File: config.mk
export PLATFORM = sky130hd
export DESIGN_NAME = multi_channel_accumulator_flat
export DESIGN_NICKNAME = d
export VERILOG_FILES = /design/src/rtl/multi_channel_accumulator_if.sv /design/src/rtl/multi_channel_accumulator.sv /design/src/flat_wrapper.sv
export SDC_FILE = /design/constraint.sdc
export NUM_CORES = 1
export LEC_CHECK = 0
export BUFFER_PORTS_ARGS = -buffer_cell sky130_fd_sc_hd__buf_4
export CAP_MARGIN = 15
export CORE_MARGIN = 4
export CORE_UTILIZATION = 45
export CTS_BUF_LIST = sky130_fd_sc_hd__clkbuf_2
export DETAILED_ROUTE_END_ITERATION = 8
export GPL_TIMING_DRIVEN = 1
export SLEW_MARGIN = 15
export SYNTH_ARGS = -nofsm -noshare
export SYNTH_HDL_FRONTEND = slang
export SYNTH_SLANG_ARGS = --single-unit
export TNS_END_PERCENT = 1
File: constraint.sdc
create_clock -name i_CLK -period 3.4 [get_ports i_CLK]
set_input_delay 0.51 -clock i_CLK [delete_from_list [all_inputs] [get_ports i_CLK]]
set_output_delay 0.51 -clock i_CLK [all_outputs]
set_load 0.05 [all_outputs]
File: src/rtl/multi_channel_accumulator_if.sv
// Readout stream between the accumulator (master) and its stats/CSR consumer (slave).
interface multi_channel_accumulator_if #(
  parameter int unsigned CH_W      = 3,
  parameter int unsigned ACC_WIDTH = 40
);
  logic                 o_VALID;
  logic                 i_READY;
  logic [CH_W-1:0]      o_CHAN;
  logic [ACC_WIDTH-1:0] o_DATA;

  modport master (output o_VALID, o_CHAN, o_DATA, input  i_READY);
  modport slave  (input  o_VALID, o_CHAN, o_DATA, output i_READY);
endinterface

File: src/rtl/multi_channel_accumulator.sv
// CHANNELS independent running sums with wrap/saturate arithmetic, sticky overflow
// flags and a valid/ready engine that streams every total out on i_DUMP.
module multi_channel_accumulator #(
  parameter int unsigned  DATA_WIDTH    = 32,
  parameter int unsigned  ACC_WIDTH     = 40,
  parameter int unsigned  CHANNELS      = 4,
  parameter bit           SATURATE      = 1'b0,
  parameter bit           CLEAR_ON_READ = 1'b0,
  // One spare code so out-of-range channel indices are always expressible.
  localparam int unsigned CH_W          = $clog2(CHANNELS + 1)
) (
  input  logic                  i_CLK,
  input  logic                  i_RESET_N,
  input  logic                  i_ENABLE,
  input  logic [CH_W-1:0]       i_CHANNEL,
  input  logic [DATA_WIDTH-1:0] i_DATA_IN,
  input  logic                  i_CLEAR,
  input  logic                  i_DUMP,
  multi_channel_accumulator_if.master rd_if,
  output logic                  o_BUSY,
  output logic [CHANNELS-1:0]   o_OVERFLOW
);

  typedef enum logic [0:0] {S_IDLE = 1'b0, S_SEND = 1'b1} state_t;

  state_t                       r_state;
  state_t                       w_next_state;
  logic                         r_valid;
  logic                         r_busy;
  logic [CH_W-1:0]              r_chan;
  logic [ACC_WIDTH-1:0]         r_data;
  logic                         w_xfer;
  logic                         w_last;
  logic                         w_capture;
  logic                         w_finish;
  logic [CH_W-1:0]              w_cap_chan;
  logic [ACC_WIDTH-1:0]         w_cap_data;
  logic [CHANNELS*ACC_WIDTH-1:0] w_acc_flat;

  assign w_xfer = r_valid && rd_if.i_READY;
  assign w_last = (r_chan == CH_W'(CHANNELS - 1));

  always_ff @(posedge i_CLK or negedge i_RESET_N) begin
    if (!i_RESET_N) r_state <= S_IDLE;
    else            r_state <= w_next_state;
  end

  always_comb begin
    w_next_state = r_state;
    case (r_state)
      S_IDLE:  if (i_DUMP)           w_next_state = S_SEND;
      S_SEND:  if (w_xfer && w_last) w_next_state = S_IDLE;
      default:                       w_next_state = S_IDLE;
    endcase
  end

  // Capture strobe and target channel; i_DUMP only matters in IDLE.
  always_comb begin
    w_capture  = 1'b0;
    w_finish   = 1'b0;
    w_cap_chan = '0;
    case (r_state)
      S_IDLE: begin
        if (i_DUMP) w_capture = 1'b1;
      end
      S_SEND: begin
        if (w_xfer && !w_last) begin
          w_capture  = 1'b1;
          w_cap_chan = r_chan + CH_W'(1);
        end
        if (w_xfer && w_last) w_finish = 1'b1;
      end
      default: ;
    endcase
  end

  always_comb begin
    w_cap_data = '0;
    for (int unsigned ch = 0; ch < CHANNELS; ch++) begin
      if (w_cap_chan == CH_W'(ch)) w_cap_data = w_acc_flat[ch*ACC_WIDTH +: ACC_WIDTH];
    end
  end

  // Captured total is the pre-update accumulator value; it holds after the last transfer.
  always_ff @(posedge i_CLK or negedge i_RESET_N) begin
    if (!i_RESET_N) begin
      r_valid <= 1'b0;
      r_busy  <= 1'b0;
      r_chan  <= '0;
      r_data  <= '0;
    end else if (w_capture) begin
      r_valid <= 1'b1;
      r_busy  <= 1'b1;
      r_chan  <= w_cap_chan;
      r_data  <= w_cap_data;
    end else if (w_finish) begin
      r_valid <= 1'b0;
      r_busy  <= 1'b0;
    end
  end

  assign rd_if.o_VALID = r_valid;
  assign rd_if.o_CHAN  = r_chan;
  assign rd_if.o_DATA  = r_data;
  assign o_BUSY        = r_busy;

  for (genvar g = 0; g < CHANNELS; g++) begin : g_chan
    logic                 w_hit;
    logic                 w_rd_clr;
    logic [ACC_WIDTH:0]   w_sum;
    logic [ACC_WIDTH-1:0] r_acc;
    logic                 r_ovf;

    assign w_hit    = i_ENABLE && (i_CHANNEL == CH_W'(g));
    assign w_rd_clr = CLEAR_ON_READ && w_capture && (w_cap_chan == CH_W'(g));
    assign w_sum    = {1'b0, r_acc} + (ACC_WIDTH+1)'(i_DATA_IN);

    // Clear beats clear-on-read, which beats accumulate except that a same-cycle sample survives it.
    always_ff @(posedge i_CLK or negedge i_RESET_N) begin
      if (!i_RESET_N) begin
        r_acc <= '0;
        r_ovf <= 1'b0;
      end else if (i_CLEAR) begin
        r_acc <= '0;
        r_ovf <= 1'b0;
      end else if (w_rd_clr) begin
        r_acc <= w_hit ? ACC_WIDTH'(i_DATA_IN) : '0;
        r_ovf <= 1'b0;
      end else if (w_hit) begin
        if (w_sum[ACC_WIDTH]) begin
          r_ovf <= 1'b1;
          r_acc <= SATURATE ? '1 : w_sum[ACC_WIDTH-1:0];
        end else begin
          r_acc <= w_sum[ACC_WIDTH-1:0];
        end
      end
    end

    assign w_acc_flat[g*ACC_WIDTH +: ACC_WIDTH] = r_acc;
    assign o_OVERFLOW[g]                        = r_ovf;
  end

endmodule

File: src/flat_wrapper.sv
// flat-port wrapper written by rule: the top's interface ports become plain ports
module multi_channel_accumulator_flat 
#(
  parameter int unsigned  DATA_WIDTH    = 32,
  parameter int unsigned  ACC_WIDTH     = 40,
  parameter int unsigned  CHANNELS      = 4,
  parameter bit           SATURATE      = 1'b0,
  parameter bit           CLEAR_ON_READ = 1'b0,
                                                                           
  localparam int unsigned CH_W          = $clog2(CHANNELS + 1)
)
  (i_CLK, i_RESET_N, i_ENABLE, i_CHANNEL, i_DATA_IN, i_CLEAR, i_DUMP, o_BUSY, o_OVERFLOW, rd_if_o_VALID, rd_if_o_CHAN, rd_if_o_DATA, rd_if_i_READY);
  multi_channel_accumulator_if #(.CH_W(3), .ACC_WIDTH(ACC_WIDTH)) rd_if_i ();
  input  logic i_CLK;
  input  logic i_RESET_N;
  input  logic i_ENABLE;
  input  logic [CH_W-1:0] i_CHANNEL;
  input  logic [DATA_WIDTH-1:0] i_DATA_IN;
  input  logic i_CLEAR;
  input  logic i_DUMP;
  output logic o_BUSY;
  output logic [CHANNELS-1:0] o_OVERFLOW;
  output wire logic [$bits(rd_if_i.o_VALID)-1:0] rd_if_o_VALID;
  output wire logic [$bits(rd_if_i.o_CHAN)-1:0] rd_if_o_CHAN;
  output wire logic [$bits(rd_if_i.o_DATA)-1:0] rd_if_o_DATA;
  input wire logic [$bits(rd_if_i.i_READY)-1:0] rd_if_i_READY;
  assign rd_if_o_VALID = rd_if_i.o_VALID;
  assign rd_if_o_CHAN = rd_if_i.o_CHAN;
  assign rd_if_o_DATA = rd_if_i.o_DATA;
  assign rd_if_i.i_READY = rd_if_i_READY;
  multi_channel_accumulator #(.DATA_WIDTH(DATA_WIDTH), .ACC_WIDTH(ACC_WIDTH), .CHANNELS(CHANNELS), .SATURATE(SATURATE), .CLEAR_ON_READ(CLEAR_ON_READ)) u_core (.i_CLK(i_CLK), .i_RESET_N(i_RESET_N), .i_ENABLE(i_ENABLE), .i_CHANNEL(i_CHANNEL), .i_DATA_IN(i_DATA_IN), .i_CLEAR(i_CLEAR), .i_DUMP(i_DUMP), .rd_if(rd_if_i), .o_BUSY(o_BUSY), .o_OVERFLOW(o_OVERFLOW));
endmodule
# Word-level counts from Yosys, hierarchy flattened
# Index checks and enable logic that the tools add are counted.
[word_totals] register_bits=209 in_bits=41 elab_cells=83
[classes] add_sub_neg=5 eq_ne=7 mux=35 bitwise_logic=1 n_reduce_logical=23
[op_table] op="$mux 40" n=12
[op_table] op="$add 40x32->41" n=4
[op_table] op="$mux 1" n=19
[op_table] op="$reduce_bool 2->1" n=9
[op_table] op="$eq 3x2->1 const B" n=5
[op_table] op="$reduce_and 2->1" n=4
[op_table] op="$logic_and 1x1->1" n=7
[op_table] op="$eq 3x1->1 const B" n=2
[op_table] op="$logic_not 3->1" n=2
[op_table] op="$mux 3" n=2
[op_table] op="$pmux 1 s2" n=2
[op_table] op="$add 3x1->3 const B" n=1
[op_table] op="$logic_not 1->1" n=1
[op_table] op="$not 1->1" n=1

# Longest topological paths before layout
[logic_depth] depth_word=10 mapped_depth=11

# Worst setup path before layout
# Ideal clock, no wire load.
[synth_path] path_type="input port to flip-flop" start="input port i_DATA_IN[0]" end="register u_core.g_chan[0].r_acc[32]" arrival_ps=2920 t_required_ps=3268 slack_ps=348 cell_stages=11 n_path_buf=0 path_cell_list="ha_1 fa_1 a21oi_1 o22ai_1 o41ai_2 o21ai_1 a31oi_1 o311a_1 nor3_1 xnor2_1 nor2_1"
[synth_via] elab_chain_cells=3
[synth_lines] element="from (decl)" line="flat_wrapper.sv:18" source="input logic [DATA_WIDTH-1:0] i_DATA_IN;"
[synth_lines] element="$add 40x32->41" line="multi_channel_accumulator.sv:116" source="assign w_sum = {1'b0, r_acc} + (ACC_WIDTH+1)'(i_DATA_IN);"
[synth_lines] element="$mux 40" line="multi_channel_accumulator.sv:129" source="end else if (w_hit) begin"
[synth_lines] element="$mux 40" line="multi_channel_accumulator.sv:123" source="end else if (i_CLEAR) begin"
[synth_lines] element="to (signal assigned)" line="multi_channel_accumulator.sv:127" source="r_acc <= w_hit ? ACC_WIDTH'(i_DATA_IN) : '0;"
[synth_lines] element="to (signal assigned)" line="multi_channel_accumulator.sv:132" source="r_acc <= SATURATE ? '1 : w_sum[ACC_WIDTH-1:0];"
[synth_lines] element="to (signal assigned)" line="multi_channel_accumulator.sv:134" source="r_acc <= w_sum[ACC_WIDTH-1:0];"
[synth_lines] element="to (decl)" line="multi_channel_accumulator.sv:111" source="logic [ACC_WIDTH-1:0] r_acc;"
# Every way passes these cells. The select of a mux whose other input is x is not followed.
# A chain may end at the register's enable or synchronous reset.

# Worst setup path after layout
[layout_path] start="register u_core.g_chan[0].r_acc[0]" end="register u_core.g_chan[0].r_acc[28]"
[layout_via] elab_chain_cells=3
[layout_lines] element="$add 40x32->41" line="multi_channel_accumulator.sv:116"
[layout_lines] element="$mux 40" line="multi_channel_accumulator.sv:129"
[layout_lines] element="$mux 40" line="multi_channel_accumulator.sv:123"
# Every way passes these cells. The select of a mux whose other input is x is not followed.

==> summary.md <==
| Metric | Value |
|---|---|
| Share of layout cells above drive strength 1 | 0.153 |
| Final Hold Fails | 0 |
| Pre-antenna DRT Iters | 9 |
| Clock buffers created by TritonCTS | 61 |
| Most frequent cells in the layout | nand2_1 (293), dfrtp_1 (209), a21oi_1 (198), buf_4 (182), nor2_1 (157) |
| Gpl congestion | 0.984 |
| Pre-CTS WS | -0.177 ns |
| Die X | 193 um |
| Die area | 37300 um2 |
| CP startpoint | u_core.g_chan[0].r_acc[0] |
| # setup viols final | 0 |
| Average vias per placed instance | 6.08 |
| Die Height | 193 um |
| Post-synth top area share | 0.339 |
| Synth Instances | 1838 |
| Final Max Tran Viols | 0 |
| Worst Path Max Fanout | 3 |
| Maximum operating frequency | 0.301 GHz |
| Initial antenna violation count | 1 |
| Hold Crit Depth | 5 |
| Maxcap violations | 0 |
| Reg2Reg Depth | 12 |
| FILL cells | 3295 |
| H-tree depth | 2 |
| Slew HR | 0.330 |
| GRT Util Overall | 0.274 |
| Crit path required time | 4.31 ns |
| Layout area overhead | 16.1% |
| Kind of critical path | reg2reg |
| Seq cells post-synth | 209 |
| RR Startpoint | u_core.g_chan[0].r_acc[0] |
| DRC violations left | 2 |
| Final Net Count | 2188 |
| Final worst path period share | 0.976 |
| Top cells by area, synth | dfrtp_1 (34%), ha_1 (11%), nand2_1 (7.1%), a21oi_1 (6.5%), xnor2_1 (4.3%) |
| Clk root buf | clkbuf_2 |
| Most common cell after layout, fill and taps aside | nand2_1 |
| Routed via count | 15300 |
| Crit path time final | 3.32 ns |
| Largest stage delay, worst path | 0.45 ns |
| DRT antenna net count | 0 |
| First-pass GRT wire length | 82200 um |
| Final Skew | 0.101 ns |
| Clock Sinks | 209 |
| CORE AREA | 33700 um2 |
| Pleak | 8.33 nW |
| Number of I/O port buffers | 89 |
| Wire length per cell | 21.2 um |
| Clk pin slew, worst setup/hold paths | 0.11 ns |
| Synth cell types | 77 |
| Grt total ovfl | 0 |
| Clock Tree Buf Depth | 3 |
| Ys Warns | 0 |
| Post-synthesis sequential area ratio | 0.339 |
| Worst slew pin tran | 1.00 ns |
| IO Count | 90 |
| Largest net degree at the start of global routing | 66 |
| Vias in the first global route | 14700 |
| Initial DRC Count | 1479 |
| Starting density of the core | 0.458 |
| Maximum VDD drop | 0.468 mV |
| Post-CTS Setup Bufs | 0 |
| Placed cell count | 2376 |
| Failing checks | DRC |
| Syn_area_per_cell | 8.40 um2 |
| Critical Path Source Type | flop |
| Final Non-Filler Cells | 2507 |
| Leading area contributor after synthesis | dfrtp_1 |
| Num rows | 67 |
| Critical-path cell list | ha_1 > fa_1 > a21oi_2 > o22ai_1 > o41ai_2 > buf_4 > a21oi_1 > nor3_1 > o21ai_1 > a311oi_1 > xnor2_1 > a22o_1 |
| WL final | 53100 um |
| Mapped Area | 15400 um2 |
| Ys flop type | dfrtp_1 |
| Hold Crit Class | in2reg |
| PnR worst setup slack | 0.0815 ns |
| Finished Core Util | 0.532 |
| Crit end category | flop |
| Sequential Area | 5230 um2 |
| Final setup TNS | 0 ns |
| Worst-skew pair later-pin latency | 1.08 ns |
| Post-synth EDFFs | 0 |
| Estimated wirelength of the detail-placed design | 38900 um |
| Multi-input gate area | 9760 um2 |
| Syn nets | 2013 |
| Critical Path AT | 4.22 ns |
| Asr flop ratio synth | 1.00 |
| Status | complete, but fails checks |
| Pwr per Cell Area | 442 nW/um2 |
| Hold Path Origin | i_DUMP |
| CTS tree | done |
| Critical-path top delay cell | fa_1 |
==> power by group <==
part	total, mW	switching [mW]	leakage, nW	internal [mW]
Combinational	2.91	1.98	5.10	0.935
Clock	1.99	1.19	0.421	0.793
Sequential	3.03	0.241	2.81	2.79
Total	7.93	3.41	8.33	4.51
==> layer usage <==
layer	vias to the layer above	track usage	routed length, um
met5	-	0	0
met4	0	0.101	1690
met3	107	0.0511	4360
met2	618	0.406	22500
met1	7345	0.400	24500
li1	7185	-	-
==> metrics by stage <==
step,hold slack (ns),power (mW),instance area (um2)
after CTS,0.00393,7.99,17900
after global placement,0.486,5.94,17100
final,0.0781,7.93,17900
after floorplan,0.214,4.93,15400
after global routing,0.0866,8.35,17900
after detailed placement,0.482,5.96,17100
==> cell usage after synthesis, types with 8 or more instances <==
cell type and instances:
o21a_1 20, a222oi_1 40, nand2_1 293, nor2b_1 8, xnor2_1 76, a31oi_1 57, o21bai_1 13, o22ai_1 8
dfrtp_1 209, nand4_1 22, a21o_1 53, a21oi_1 199, or3_1 24, o21ai_0 84, nor2_1 159, and2_1 8
nor3_1 28, o211ai_1 10, nand3_1 27, ha_1 130, xor2_1 43, a22o_1 43, and3_1 9, clkbuf_1 77
a211oi_1 28, inv_1 32
==> final cells by class <==
class,instances,share of cell area
tap,448,0.0313
multi-input combinational,1499,0.545
sequential,209,0.292
timing repair buffer,209,0.0944
clock inverter,16,0.00510
inverter,33,0.00691
antenna,1,0.000140
clock buffer,92,0.0257
==> worst max-delay path: cells and delay by family, from the launching register on <==
kind                       cells  cell delay, ns
and+or+nand+nor                1            0.28
adders and majority gates      2            0.72
DFF                            1            0.41
AOI/OAI and AO/OA              7            1.47
buffers and inverters          1            0.19
xor gates and xnor gates       1            0.09
==> cell families (layout without fill, tap and decap cells) <==
family | Yosys count | count (layout) | share of synthesized area
other | 0 | 1 | 0
AO/OA/AOI/OAI | 637 | 637 | 0.278
multiplexers | 4 | 4 | 0.00276
adder cells (fa/ha/maj) | 134 | 134 | 0.111
buffers and inverters | 130 | 350 | 0.0335
XOR/XNOR | 119 | 119 | 0.0675
flip-flops | 209 | 209 | 0.339
AND/OR/NAND/NOR | 605 | 605 | 0.169
==> path summary, 6_finish.rpt <==
check	to	slack, ns
max in group asynchronous	u_core.g_chan[3].r_acc[17]	2.18
max reg2reg	u_core.g_chan[0].r_acc[28]	0.08
min	u_core.rd_if.o_DATA[19]	0.08
max	u_core.g_chan[0].r_acc[28]	0.08
min in group asynchronous	u_core.g_chan[2].r_acc[10]	0.49
min reg2reg	u_core.g_chan[2].r_ovf	0.50
==> repair_timing <==
item / CTS / global route
resized for setup: 0 / 3
endpoints found under the setup margin: 0 / 10
hold endpoints to repair: 269 / 0
hold buffers: 22 / 0
==> state kept, by name, indices dropped and copies added (netlist names) <==
name,count
u_core.g_chan.r_acc,160
u_core.g_chan.r_ovf,4
u_core.r_state,1
u_core.rd_if.o_CHAN,3
u_core.rd_if.o_DATA,40
u_core.rd_if.o_VALID,1
Power figures use the tool's default switching activity.
